$ cat config.mk
export PLATFORM = sky130hd
export DESIGN_NAME = fft16_input_loader
export DESIGN_NICKNAME = d
export VERILOG_FILES = /design/src/rtl/fft16_input_loader.sv
export SDC_FILE = /design/constraint.sdc
export NUM_CORES = 2
export LEC_CHECK = 0
export CORE_AREA = 4 4 427 429
export DETAILED_ROUTE_END_ITERATION = 6
export DIE_AREA = 0 0 431 433
export GPL_TIMING_DRIVEN = 1
export PLACE_DENSITY = 0.49
export SYNTH_ARGS = -nofsm -noshare
export SYNTH_HDL_FRONTEND = slang
export SYNTH_SLANG_ARGS = --single-unit
$ cat constraint.sdc
create_clock -name sys_clk_i -period 108.4 [get_ports sys_clk_i]
set_input_delay 32.52 -clock sys_clk_i [delete_from_list [all_inputs] [get_ports sys_clk_i]]
set_output_delay 32.52 -clock sys_clk_i [all_outputs]
set_load 0.02 [all_outputs]
$ cat src/rtl/fft16_input_loader.sv
// Ping-pong frame loader feeding the first radix-4 stage: 16 streamed samples out as one 4x4-lane beat.
// Optional start-of-frame resync (partial frame discarded, drop_o pulsed) under `FFT16_LOADER_SOF_EN.
module fft16_input_loader #(
  parameter int DATA_WIDTH = 32
) (
  input  logic                      sys_clk_i,
  input  logic                      sys_rst_i,
  input  logic [DATA_WIDTH-1:0]     din_real_i,
  input  logic [DATA_WIDTH-1:0]     din_imag_i,
  input  logic                      din_valid_i,
  input  logic                      din_sof_i,
  output logic                      din_ready_o,
  output logic [DATA_WIDTH*4-1:0]   xn1_real_o,
  output logic [DATA_WIDTH*4-1:0]   xn2_real_o,
  output logic [DATA_WIDTH*4-1:0]   xn3_real_o,
  output logic [DATA_WIDTH*4-1:0]   xn4_real_o,
  output logic [DATA_WIDTH*4-1:0]   xn1_imag_o,
  output logic [DATA_WIDTH*4-1:0]   xn2_imag_o,
  output logic [DATA_WIDTH*4-1:0]   xn3_imag_o,
  output logic [DATA_WIDTH*4-1:0]   xn4_imag_o,
  output logic                      frame_valid_o,
  input  logic                      frame_ready_i,
  output logic                      drop_o
);

  logic [DATA_WIDTH-1:0] re_q [2][16];
  logic [DATA_WIDTH-1:0] im_q [2][16];
  logic [1:0]            full_q, full_d;
  logic                  wr_bank_q, wr_bank_d;
  logic                  rd_bank_q, rd_bank_d;
  logic [3:0]            wr_idx_q, wr_idx_d;
  logic                  accept, consume;
  logic [3:0]            wr_addr;
  logic [DATA_WIDTH*4-1:0] re_grp [4];
  logic [DATA_WIDTH*4-1:0] im_grp [4];

  // Handshake outputs depend on registered state only.
  assign din_ready_o   = !full_q[wr_bank_q];
  assign frame_valid_o = full_q[rd_bank_q];
  assign accept        = din_valid_i && din_ready_o;
  assign consume       = frame_valid_o && frame_ready_i;

`ifdef FFT16_LOADER_SOF_EN
  logic drop_q, drop_d;
  assign wr_addr = (accept && din_sof_i) ? 4'd0 : wr_idx_q;
  assign drop_d  = accept && din_sof_i && (wr_idx_q != 4'd0);
  assign drop_o  = drop_q;

  always_ff @(posedge sys_clk_i or posedge sys_rst_i) begin
    if (sys_rst_i) begin
      drop_q <= 1'b0;
    end else begin
      drop_q <= drop_d;
    end
  end
`else
  logic unused_sof;
  assign unused_sof = din_sof_i;
  assign wr_addr    = wr_idx_q;
  assign drop_o     = 1'b0;
`endif

  always_comb begin
    full_d    = full_q;
    wr_bank_d = wr_bank_q;
    rd_bank_d = rd_bank_q;
    wr_idx_d  = wr_idx_q;
    if (accept) begin
      wr_idx_d = wr_addr + 4'd1;
      if (wr_addr == 4'd15) begin
        full_d[wr_bank_q] = 1'b1;
        wr_bank_d         = ~wr_bank_q;
      end
    end
    // A completing write targets an empty bank, a consume a full one, so both may apply.
    if (consume) begin
      full_d[rd_bank_q] = 1'b0;
      rd_bank_d         = ~rd_bank_q;
    end
  end

  always_ff @(posedge sys_clk_i or posedge sys_rst_i) begin
    if (sys_rst_i) begin
      full_q    <= 2'b00;
      wr_bank_q <= 1'b0;
      rd_bank_q <= 1'b0;
      wr_idx_q  <= 4'd0;
      re_q      <= '{default: '0};
      im_q      <= '{default: '0};
    end else begin
      full_q    <= full_d;
      wr_bank_q <= wr_bank_d;
      rd_bank_q <= rd_bank_d;
      wr_idx_q  <= wr_idx_d;
      if (accept) begin
        re_q[wr_bank_q][wr_addr] <= din_real_i;
        im_q[wr_bank_q][wr_addr] <= din_imag_i;
      end
    end
  end

  // Lane i of group g carries x[4g+i]; forced to zero when no frame is presented.
  always_comb begin
    for (int g = 0; g < 4; g++) begin
      re_grp[g] = '0;
      im_grp[g] = '0;
      for (int i = 0; i < 4; i++) begin
        if (frame_valid_o) begin
          re_grp[g][DATA_WIDTH*i +: DATA_WIDTH] = re_q[rd_bank_q][4'(4*g+i)];
          im_grp[g][DATA_WIDTH*i +: DATA_WIDTH] = im_q[rd_bank_q][4'(4*g+i)];
        end
      end
    end
  end

  assign xn1_real_o = re_grp[0];
  assign xn2_real_o = re_grp[1];
  assign xn3_real_o = re_grp[2];
  assign xn4_real_o = re_grp[3];
  assign xn1_imag_o = im_grp[0];
  assign xn2_imag_o = im_grp[1];
  assign xn3_imag_o = im_grp[2];
  assign xn4_imag_o = im_grp[3];

endmodule

==> results.md <==
- Die W: 431 um
- Non-Filler Instances: 6,840
- Die area: 187,000 um2
- Synth async-reset ratio: 1.00
- CTS tree: built
- Peak supply drop: 0.0222 mV
- Static leakage: 27.4 nW
- Avg WL per Cell: 22.6 um
- Finished Cell Area: 60,000 um2
- Clock Pin Slew Worst Setup and Hold Paths: 0.06 ns
- CTS sink count: 1,032
- Largest net degree at the start of global routing: 193
- Synthesized area: 50,100 um2
- Crit Path Class: register to primary output
- Fin util: 0.337
- Critical Path RT: 75.88 ns
- First-pass GRT wire length: 221 mm
- Synth-to-Final Area Change: 19.7%
- Synthesis warning total: 0
- Number of synthesized flops with an enable pin: 0
- Post-synthesis sequential area ratio: 0.515
- Hold Path Class: register to register
- Critical path peak fanout: 108
- Distinct cells, synth: 27
- CP startpoint kind: register
- Pins Over Slew Limit: 0
- Tmin final: 38.24 ns
- Post-CTS Hold Buffers: 0
- Least-Margin Pin Slew: 1.16 ns
- Max Clock Skew: 0.0253 ns
- Syn Inst Count: 3,929
- I/O pin cnt: 1,096
- Crit. End Element: primary output
- Maximum clock path buffer count: 3
- Final hold vios: 0
- PortBufs: 581
- Cell Pwr Density: 27.5 nW/um2
- Critical Path AT: 5.72 ns
- Postcts setup bufs: 0
- Vias in the first global route: 30,600
- Avg Cell Area, Syn: 12.8 um2
- DRT Pass-1 Iters: 5
- Total negative slack: 0 ns
- Design Power: 1.65 mW
- Cts repair resizes: 0
- Initial Utilization: 0.281
- Cells after DPL: 6,620
- Commonest register cell after synthesis: dfrtp_1
- Cell Area, Placed: 56,000 um2
- Post-synthesis register bit count: 1,032
- Initial antenna violation count: 7
- Clock tree root buffer cell: clkbuf_16
- DR DRC count: 0
- Site Rows: 155
- DR iter-0 viols: 1,347
- Die H: 433 um
- Max Fclk: 26.2 MHz
- Vias per cell: 4.39
- Status: complete, no violations
- Total GRT Usage: 0.160
- Tcrit/Tclk final: 0.353
- RSZ-0062 raised after global routing: false
- Reg2reg path depth: 4
- Total Wirelength: 154 mm
- Setup Viol. Count Final: 0
- H-tree depth: 3
- Layout cells sized above 1: 0.283
- Hpwl dp: 98.4 mm
- Maxcap violations: 0
- Global route overflow: 0
- Via count: 30,000
- Post-route ant nets: 0
- Inserted Clock Buffers: 120
- R2R setup slack: 105.11 ns
- Nets: 4,460
- Core ar.: 178,000 um2
- Min-Delay Path Depth: 1
- RePlAce Congestion: 0.711
- Clk Latency, worst-skew pair: 0.76 ns
- Rel. slew slack: 0.226
## per-stage QoR
step	setup slack, ns	hold WS [ns]
finish	70.16	0.497
global placement	69.56	0.479
floorplan	46.84	0.464
detailed placement	69.50	0.486
global route	69.65	0.505
CTS	70.09	0.503
## synth_stat cells, types with 2 or more instances
cell type | number | area (um2)
dfrtp_1 | 1032 | 25800
mux2_2 | 1021 | 11500
buf_4 | 561 | 4210
mux2i_1 | 514 | 5140
nor2_1 | 512 | 1920
clkbuf_1 | 149 | 559
buf_2 | 62 | 310
buf_6 | 24 | 270
and3_1 | 9 | 56.3
nand3_2 | 8 | 80.1
inv_1 | 5 | 18.8
ha_1 | 4 | 50.1
mux2_1 | 4 | 45.0
nand2_1 | 4 | 15.0
xnor2_1 | 3 | 26.3
a21oi_1 | 2 | 10.0
a31oi_1 | 2 | 12.5
buf_1 | 2 | 7.51
nand3_1 | 2 | 10.0
o21ai_0 | 2 | 10.0
## cell usage in the layout (no fill, tap or decap), types with 5 or more instances in the layout
master / n
dfrtp_1: 1031
mux2_2: 1021
clkdlybuf4s50_1: 581
mux2i_1: 513
conb_1: 513
nor2_1: 512
clkbuf_16: 121
buf_4: 36
clkbuf_1: 31
clkbuf_8: 29
clkinv_2: 14
bufinv_16: 9
and3_4: 8
nand3_4: 8
clkinvlp_4: 5
buf_12: 5
## layer usage
layer	up-vias	track usage	wire length (um)
li1	13300	-	-
met1	15800	0.200	64900
met2	752	0.281	78500
met3	189	0.0242	5980
met4	0	0.0563	5080
met5	-	0	0
## path summary, 6_finish.rpt
| path | to | start |
|---|---|---|
| max in group asynchronous | re_q[975] | sys_rst_i |
| worst min-delay path | im_q[438] | im_q[438] |
| worst min register to register | im_q[438] | im_q[438] |
| worst max register to register | im_q[501] | wr_addr[2] |
| worst max-delay path | xn2_imag_o[3] | rd_bank_q |
| min in group asynchronous | im_q[420] | sys_rst_i |
## worst max-delay path, cell delays in order (launching register included)
cell and delay [ns]:
dfrtp_4 1.01, buf_12 0.65, buf_4 0.91, buf_4 0.95, mux2i_1 0.17, nor2_1 0.22, clkdlybuf4s50_1 0.71
## sequential cells by signal (all words and copies together), names as in the netlist
register and count:
re_q 512, full_q 2, im_q 512, rd_bank_q 1, wr_bank_q 1, wr_addr 4
## layout make-up
class / instances / area (um2)
timing repair buffer: 622 / 6190
inverter: 5 / 26.3
tap: 2355 / 2950
sequential: 1032 / 25800
fill: 17700 / 118000
multi-input combinational: 2606 / 21000
clock inverter: 37 / 523
clock buffer: 181 / 3540
antenna: 2 / 5.00
## cell families after synthesis
family | after synthesis | synth area share
flops | 1032 | 0.515
fa+ha+maj | 4 | 0.000998
compound gates | 6 | 0.000649
xor+xnor | 3 | 0.000524
buf+inv | 803 | 0.107
other cells | 1 | 0.0000748
mux | 1539 | 0.333
simple gates | 541 | 0.0426
## power by group
part / leakage [nW] / switching [mW] / internal (mW)
clock: 1.98 / 0.170 / 0.246
sequential: 13.3 / 0.0864 / 0.559
combinational: 12.1 / 0.296 / 0.293
total: 27.4 / 0.553 / 1.10
No activity file was read; power rests on OpenSTA's default activity.
